**src/rtl/mips_pkg.sv**
```systemverilog
// Shared MIPS constants: ALU function codes, ALU share FSM states and the default datapath width.
package mips_pkg;

  localparam int DATA_W_DEF = 32;

  localparam logic [2:0] ALU_AND  = 3'b000;
  localparam logic [2:0] ALU_OR   = 3'b001;
  localparam logic [2:0] ALU_ADD  = 3'b010;
  localparam logic [2:0] ALU_SUB  = 3'b100;
  localparam logic [2:0] ALU_MUL  = 3'b101;
  localparam logic [2:0] ALU_SLTU = 3'b110;

  typedef enum logic [1:0] {
    ST_IDLE = 2'd0,
    ST_EXEC = 2'd1,
    ST_RESP = 2'd2
  } state_t;

endpackage

```
**src/rtl/rr_arb2.sv**
```systemverilog
// Two-way round-robin grant. A tie goes to the priority port; after a granted update the
// other port becomes the priority port.
module rr_arb2 (
  input  logic       clk,
  input  logic       rst,
  input  logic [1:0] req,
  input  logic       update_en,
  output logic [1:0] grant
);

  logic prio_reg;  // port that wins when both request

  always_comb begin
    grant = req;
    if (req == 2'b11) begin
      grant = prio_reg ? 2'b10 : 2'b01;
    end
  end

  always_ff @(posedge clk) begin
    if (rst) begin
      prio_reg <= 1'b0;
    end else if (update_en && (|grant)) begin
      prio_reg <= grant[0];
    end
  end

endmodule

```
**src/rtl/alu_share_arbiter.sv**
```systemverilog
// Shares one combinational MIPS ALU between the execute stage (port 0) and the branch/address
// helper (port 1). Optional macro ALU_SHARE_MUL_MULTICYCLE_EN stretches EXEC to MUL_CYCLES for MUL.
module alu_share_arbiter
  import mips_pkg::*;
#(
  parameter int DATA_W     = DATA_W_DEF,
  parameter int MUL_CYCLES = 3
) (
  input  logic              clk,
  input  logic              rst,
  input  logic              req_valid_0,
  input  logic              req_valid_1,
  output logic              req_ready_0,
  output logic              req_ready_1,
  input  logic [2:0]        req_fun_0,
  input  logic [2:0]        req_fun_1,
  input  logic [DATA_W-1:0] req_a_0,
  input  logic [DATA_W-1:0] req_a_1,
  input  logic [DATA_W-1:0] req_b_0,
  input  logic [DATA_W-1:0] req_b_1,
  output logic              rsp_valid_0,
  output logic              rsp_valid_1,
  input  logic              rsp_ready_0,
  input  logic              rsp_ready_1,
  output logic [DATA_W-1:0] rsp_data,
  output logic              rsp_zero,
  output logic [2:0]        alu_fun,
  output logic [DATA_W-1:0] alu_in1,
  output logic [DATA_W-1:0] alu_in2,
  input  logic [DATA_W-1:0] alu_out,
  input  logic              alu_zero
);

  if (MUL_CYCLES < 1) begin : g_mul_cycles_check
    $error("MUL_CYCLES must be at least 1");
  end

  state_t            state_reg, state_next;
  logic              owner_reg;
  logic [2:0]        alu_fun_reg;
  logic [DATA_W-1:0] alu_in1_reg, alu_in2_reg;
  logic [DATA_W-1:0] rsp_data_reg;
  logic              rsp_zero_reg;

  logic [1:0]        grant;
  logic              idle_open, accept, exec_last, rsp_hs;
  logic [2:0]        sel_fun;

  // Grants are only offered in IDLE, and never while reset is held.
  assign idle_open = (state_reg == ST_IDLE) && !rst;
  assign accept    = idle_open && (|grant);
  assign sel_fun   = grant[1] ? req_fun_1 : req_fun_0;

  rr_arb2 u_arb (
    .clk       (clk),
    .rst       (rst),
    .req       ({req_valid_1, req_valid_0}),
    .update_en (accept),
    .grant     (grant)
  );

  assign req_ready_0 = idle_open && grant[0];
  assign req_ready_1 = idle_open && grant[1];
  assign rsp_valid_0 = (state_reg == ST_RESP) && !owner_reg;
  assign rsp_valid_1 = (state_reg == ST_RESP) && owner_reg;
  assign rsp_hs      = owner_reg ? rsp_ready_1 : rsp_ready_0;

  assign rsp_data = rsp_data_reg;
  assign rsp_zero = rsp_zero_reg;
  assign alu_fun  = alu_fun_reg;
  assign alu_in1  = alu_in1_reg;
  assign alu_in2  = alu_in2_reg;

`ifdef ALU_SHARE_MUL_MULTICYCLE_EN
  localparam int CNT_W = (MUL_CYCLES > 1) ? $clog2(MUL_CYCLES) : 1;

  logic [CNT_W-1:0] cnt_reg;  // remaining EXEC cycles after the current one

  always_ff @(posedge clk) begin
    if (rst) begin
      cnt_reg <= '0;
    end else if (accept) begin
      cnt_reg <= (sel_fun == ALU_MUL) ? CNT_W'(MUL_CYCLES - 1) : '0;
    end else if ((state_reg == ST_EXEC) && (cnt_reg != '0)) begin
      cnt_reg <= cnt_reg - 1'b1;
    end
  end

  assign exec_last = (cnt_reg == '0);
`else
  assign exec_last = 1'b1;
`endif

  always_ff @(posedge clk) begin
    if (rst) begin
      state_reg <= ST_IDLE;
    end else begin
      state_reg <= state_next;
    end
  end

  always_comb begin
    state_next = state_reg;
    case (state_reg)
      ST_IDLE: if (accept)    state_next = ST_EXEC;
      ST_EXEC: if (exec_last) state_next = ST_RESP;
      ST_RESP: if (rsp_hs)    state_next = ST_IDLE;
      default:                state_next = ST_IDLE;
    endcase
  end

  // ALU inputs change only on accept, so the ALU stays quiet outside EXEC.
  always_ff @(posedge clk) begin
    if (rst) begin
      owner_reg    <= 1'b0;
      alu_fun_reg  <= '0;
      alu_in1_reg  <= '0;
      alu_in2_reg  <= '0;
      rsp_data_reg <= '0;
      rsp_zero_reg <= 1'b0;
    end else begin
      if (accept) begin
        owner_reg   <= grant[1];
        alu_fun_reg <= sel_fun;
        alu_in1_reg <= grant[1] ? req_a_1 : req_a_0;
        alu_in2_reg <= grant[1] ? req_b_1 : req_b_0;
      end
      if ((state_reg == ST_EXEC) && exec_last) begin
        rsp_data_reg <= alu_out;
        rsp_zero_reg <= alu_zero;
      end
    end
  end

endmodule

```
**config.mk**
```make
export PLATFORM = sky130hd
export DESIGN_NAME = alu_share_arbiter
export DESIGN_NICKNAME = d
export VERILOG_FILES = /design/src/rtl/mips_pkg.sv /design/src/rtl/rr_arb2.sv /design/src/rtl/alu_share_arbiter.sv
export SDC_FILE = /design/constraint.sdc
export NUM_CORES = 1
export LEC_CHECK = 0
export CAP_MARGIN = 10
export CELL_PAD_IN_SITES_DETAIL_PLACEMENT = 1
export CELL_PAD_IN_SITES_GLOBAL_PLACEMENT = 1
export CORE_ASPECT_RATIO = 1.75
export CORE_MARGIN = 3
export CORE_UTILIZATION = 28
export DETAILED_ROUTE_END_ITERATION = 10
export GPL_TIMING_DRIVEN = 0
export PLACE_DENSITY = 0.95
export REMOVE_ABC_BUFFERS = 1
export SLEW_MARGIN = 20
export SYNTH_ARGS = -nofsm -noshare
export SYNTH_HDL_FRONTEND = slang
export SYNTH_HIERARCHICAL = 1
export SYNTH_SLANG_ARGS = --single-unit
```
**constraint.sdc**
```tcl
create_clock -name clk -period 3.2 [get_ports clk]
set_clock_uncertainty 0.05 [all_clocks]
set_input_delay 0.48 -clock clk [delete_from_list [all_inputs] [get_ports clk]]
set_output_delay 0.48 -clock clk [all_outputs]
set_load 0.05 [all_outputs]
```
; Word level (Yosys, flattened, before mapping)
; Index checks and enable logic that the tools add are counted.
[op_classes]
eq_ne = 5
muxes = 9
n_reduce_logical = 12
[op_table]
columns = operator, count
row1 = $mux 32, 2
row2 = $mux 2, 4
row3 = $logic_and 1x1->1, 7
row4 = $pmux 2 s3, 1
row5 = $eq 2x2->1 const B, 2
row6 = $mux 3, 1
row7 = $eq 2x1->1 const B, 1
row8 = $logic_not 1->1, 2
row9 = $logic_not 2->1, 1
row10 = $ne 2x1->1 const B, 1
row11 = $ne 2x2->1 const B, 1
row12 = $reduce_and 2->1, 1
row13 = $reduce_or 2->1, 1
row14 = $mux 1, 1
[word_totals]
ff_bits = 104
in_bits = 173
output_inout_bits = 104
elab_cells = 34

; Logic depth before layout (Yosys ltp)
; Gate-level depths: netlist (run 1).
[logic_depth]
ltp_word = 6
mapped_depth = 10
ltp_nobuf = 6

; By module
; The synthesis (run 1) kept the hierarchy.
[by_module_without_submodules]
columns = module, n_inst, cells_per_inst, area_per_inst_um2, seq_area_each_um2
row1 = alu_share_arbiter, 1, 468, 4416.7, 2062.0
row2 = rr_arb2, 1, 7, 65.1, 20.0

; Worst setup path before layout (run 1)
; No wires, ideal clock.
[synth_path]
path_type = input-to-output
startpoint = input port req_valid_1
endpoint = output port req_ready_1
arrival_time_ns = 1.762
required_time_ns = 2.670
slack_ns = 0.908
stages = 5
path_buffers = 3
path_cell_list = a21boi_0 > buf_2 > buf_2 > buf_2 > and2_1
[synth_between]
elab_chain_len = 3
[synth_rtl]
columns = item, line
row1 = "start, declared", alu_share_arbiter.sv:12  ; input logic req_valid_1,
row2 = $eq 2x2->1, rr_arb2.sv:15  ; if (req == 2'b11) begin
row3 = $mux 2 (*), rr_arb2.sv:15
row4 = $logic_and 1x1->1 (*), alu_share_arbiter.sv:63  ; assign req_ready_1 = idle_open && grant[1];
row5 = "end, declared", alu_share_arbiter.sv:14  ; output logic req_ready_1,
; Every way passes the cells marked *; elsewhere a longest branch is shown, timed or not.

; Worst setup path in the final report (run 1)
[layout_path]
startpoint = register state_reg[1]
endpoint = output port req_ready_0
[layout_between]
elab_chain_len = 3
[layout_rtl]
columns = item, line
row1 = "start, declared", alu_share_arbiter.sv:38  ; state_t state_reg, state_next;
row2 = "start signal, assigned", alu_share_arbiter.sv:98  ; state_reg <= state_next;
row3 = $logic_not 2->1, alu_share_arbiter.sv:50  ; assign idle_open = (state_reg == ST_IDLE) && !rst;
row4 = $logic_and 1x1->1, alu_share_arbiter.sv:50
row5 = $logic_and 1x1->1, alu_share_arbiter.sv:62  ; assign req_ready_0 = idle_open && grant[0];
row6 = "end, declared", alu_share_arbiter.sv:13  ; output logic req_ready_0,
; Every way passes these cells.

==> run_results.csv, run 1 <==
group,metric,value,unit
status,status,"completed",
setup_path,endpoint_kind,"primary output",
yosys,synth_cells,475,
power_and_ir_drop,peakVddDrop,255,uV
setup_path,crit_fanout,20,
detailed_routing,route.met2.wl,9940,um
yosys,ys_seq_elements,104,
layout,num_antenna_cells,0,
global_routing,grt_pass1_wl,26800,um
detailed_routing,firstDrtPassIters,4,
clock_network,cts_tree,"built",
clock_network,cts_buffers,9,
worst_hold_path,hp-class,"reg -> reg",
global_routing,grt_pass1_vias,4996,
die,die_h,173,um
yosys,synthesis.area,4480,um2
sta,fin_setup_tns,0,ps
power_and_ir_drop,pwr-share-seq,37.6,%
die,start_util,28.8,%
clock_network,cts_hold_buf,0,
setup_path,crit_top_cell,"buf_8",
clock_network,clkTransAtPathRegs,70,ps
die,die_area,17600,um2
yosys,ys_seq_area_share,46.5,%
power_and_ir_drop,power.leakage,2.74,nW
place,place_congestion,0.749,
place,hpwlAfterDp,13600,um
clock_network,clock_path_buffers,2,
setup_path,cp_slowest_cell,"clkdlybuf4s50_1",
layout,final_core_util,50.5,%
global_routing,grt_usage,19.4,%
die,fp.dieW,102,um
setup_path,path_cells,"nor3_4, buf_8, buf_8, and2_1, clkdlybuf4s50_1",
setup_path,crit_path_start_kind,"flop",
yosys,ys_warn_count,6,
power_and_ir_drop,power.density,500,nW/um2
layout,layout.nets,898,
power_and_ir_drop,power_switching,0.00133,W
die,io_pins,277,
sta,hold_viol,0,
detailed_routing,via_per_inst,5.03,
sta,finalCritPeriodShare,93.8,%
flow_run,cap_violations,0,
worst_hold_path,hold_depth,2,
global_routing,grt_max_degree,62,
detailed_routing,wl_met1,6030,um
clock_network,clock_sinks,104,
detailed_routing,drcViolationCount,0,
layout,seq_area,2080,um2
setup_path,critical_path_class,"reg -> out",
sta,finalMaxSlewViolations,0,
detailed_routing,top_layer,"met4",
die,core_area,15500,um2
power_and_ir_drop,p_sw_share,34.1,%
layout,drive_gt1_share,7.42,%
global_routing,grt_overflow,0,
detailed_routing,wire_per_inst,19.1,um
clock_network,root_buffer,"clkbuf_16",
sta,slew-limit-headroom,52.0,%
sta,worst_pin_slew,720,ps
place,io_buffer_count,276,
layout,mostFrequentLayoutCells,"clkdlybuf4s50_1, dfxtp_1, a21oi_1, mux2i_1, nand2_1",
sta,rsz0062_at_grt,"no",
detailed_routing,num_vias,4600,
sta,worst_slack,198,ps
sta,period_minus_slack,3000,ps
setup_path,worstPathRequired,2670,ps
clock_network,htree_levels,3,
layout,n_fill_cell,1711,
power_and_ir_drop,combPwrFrac,34.5,%
layout,layout_commonest_cell,"clkdlybuf4s50_1",
layout,area_delta_synth_final,75.0,%
setup_path,r2r_cells,7,
power_and_ir_drop,clkPwrFrac,27.8,%
detailed_routing,ant_nets,0,
detailed_routing,met3_length,1060,um
layout,multi_input_area,2200,um2
sta,fmax,333,MHz
setup_path,worstPathArrival,2470,ps
clock_network,clk-insertion-delay-late,330,ps
setup_path,max_stage_delay,830,ps
sta,hold_slack,402,ps
global_routing,antenna_found_initial,0,
die,rows,60,
detailed_routing,wl,17400,um
place,pre_cts_ws,-159,ps
yosys,synth_cell_type_count,23,
sta,setup_viol,0,
detailed_routing,drt_iter0_markers,125,
yosys,synth.avg_cell_area,9.44,um2
power_and_ir_drop,cellInternalPower,0.00258,W
[metrics by stage]
stage,instance area (um2),total power [W],cells
floorplan,4260,0.00225,425
global placement,7250,0.00283,887
detailed placement,7550,0.00287,899
CTS,7840,0.00398,914
global route,7840,0.00410,914
finish,7840,0.00392,914
[cell type report]
| type | instances | share of cell area (%) |
|---|---|---|
| multi-input cells | 320 | 28.1 |
| inverters | 1 | 0.0479 |
| repair buffers | 289 | 38.7 |
| clock inverters | 4 | 0.702 |
| clock buffers | 10 | 2.92 |
| well taps | 186 | 2.97 |
| flip-flops and latches | 104 | 26.6 |
[metal layers]
layer | up-vias | global-route usage (%)
li1 | 2203 | -
met4 | 0 | 5.93
met3 | 22 | 4.75
met1 | 2193 | 19.5
met5 | - | 0
met2 | 182 | 37.7
[repair_timing]
action	4_1_cts	5_1_grt
setup endpoints to repair	1	0
setup buffers	1	0
resized for setup	0	0
[critical path: cells and delay by family, from the launching register on]
kind / cells / cell delay, ps
buffers and inverters: 3 / 1240
AND/OR/NAND/NOR: 2 / 510
flip-flops: 1 / 390
[power groups by stage]
| stage | Clock, W | Sequential (W) | Combinational (W) |
|---|---|---|---|
| 2_1_floorplan | 0 | 0.00188 | 0.000375 |
| 6_report | 0.00109 | 0.00147 | 0.00135 |
| 3_5_place_dp | 0 | 0.00150 | 0.00136 |
| 4_1_cts | 0.00113 | 0.00148 | 0.00137 |
| 5_1_grt | 0.00118 | 0.00149 | 0.00143 |
| 3_3_place_gp | 0 | 0.00149 | 0.00134 |
[path summary, 6_finish.rpt]
| check | start | endpoint | slack (ps) |
|---|---|---|---|
| max | state_reg[1]$_SDFFE_PP0P_ | req_ready_0 | 200 |
| min | rsp_data[8]$_SDFFE_PP0N_ | rsp_data[8]$_SDFFE_PP0N_ | 400 |
| max reg2reg | u_arb/prio_reg$_SDFFE_PP0P_ | alu_in1[23]$_SDFFE_PP0P_ | 710 |
| min reg2reg | rsp_data[8]$_SDFFE_PP0N_ | rsp_data[8]$_SDFFE_PP0N_ | 400 |
[cell usage after synthesis, drive strengths merged]
library cell | instances | area, um2
dfxtp | 104 | 2080
a21oi | 102 | 514
mux2i | 68 | 681
a211oi | 67 | 603
nand2 | 66 | 248
clkbuf | 36 | 135
buf | 14 | 91.3
and2 | 4 | 25.0
a21boi | 2 | 15.0
nand2b | 2 | 12.5
nand3b | 2 | 15.0
a21bo | 1 | 10.0
and3b | 1 | 8.76
inv | 1 | 3.75
nor2b | 1 | 6.26
nor3 | 1 | 10.0
nor3b | 1 | 7.51
o21bai | 1 | 7.51
or2 | 1 | 6.26
[cell families after synthesis]
| family | count (synthesis) | synth area share [%] |
|---|---|---|
| AOI/OAI and AO/OA | 173 | 25.7 |
| buffers and inverters | 51 | 5.14 |
| DFF | 104 | 46.5 |
| muxes | 68 | 15.2 |
| and+or+nand+nor | 79 | 7.57 |
Note: power is estimated with default switching activity, not from simulation.
==> run 2, diff against run 1 <==
CAP_MARGIN = unset   (was 10)
==> results of run 2 <==
Same layout as run 1: the final DEF is identical, and so are final timing and power.
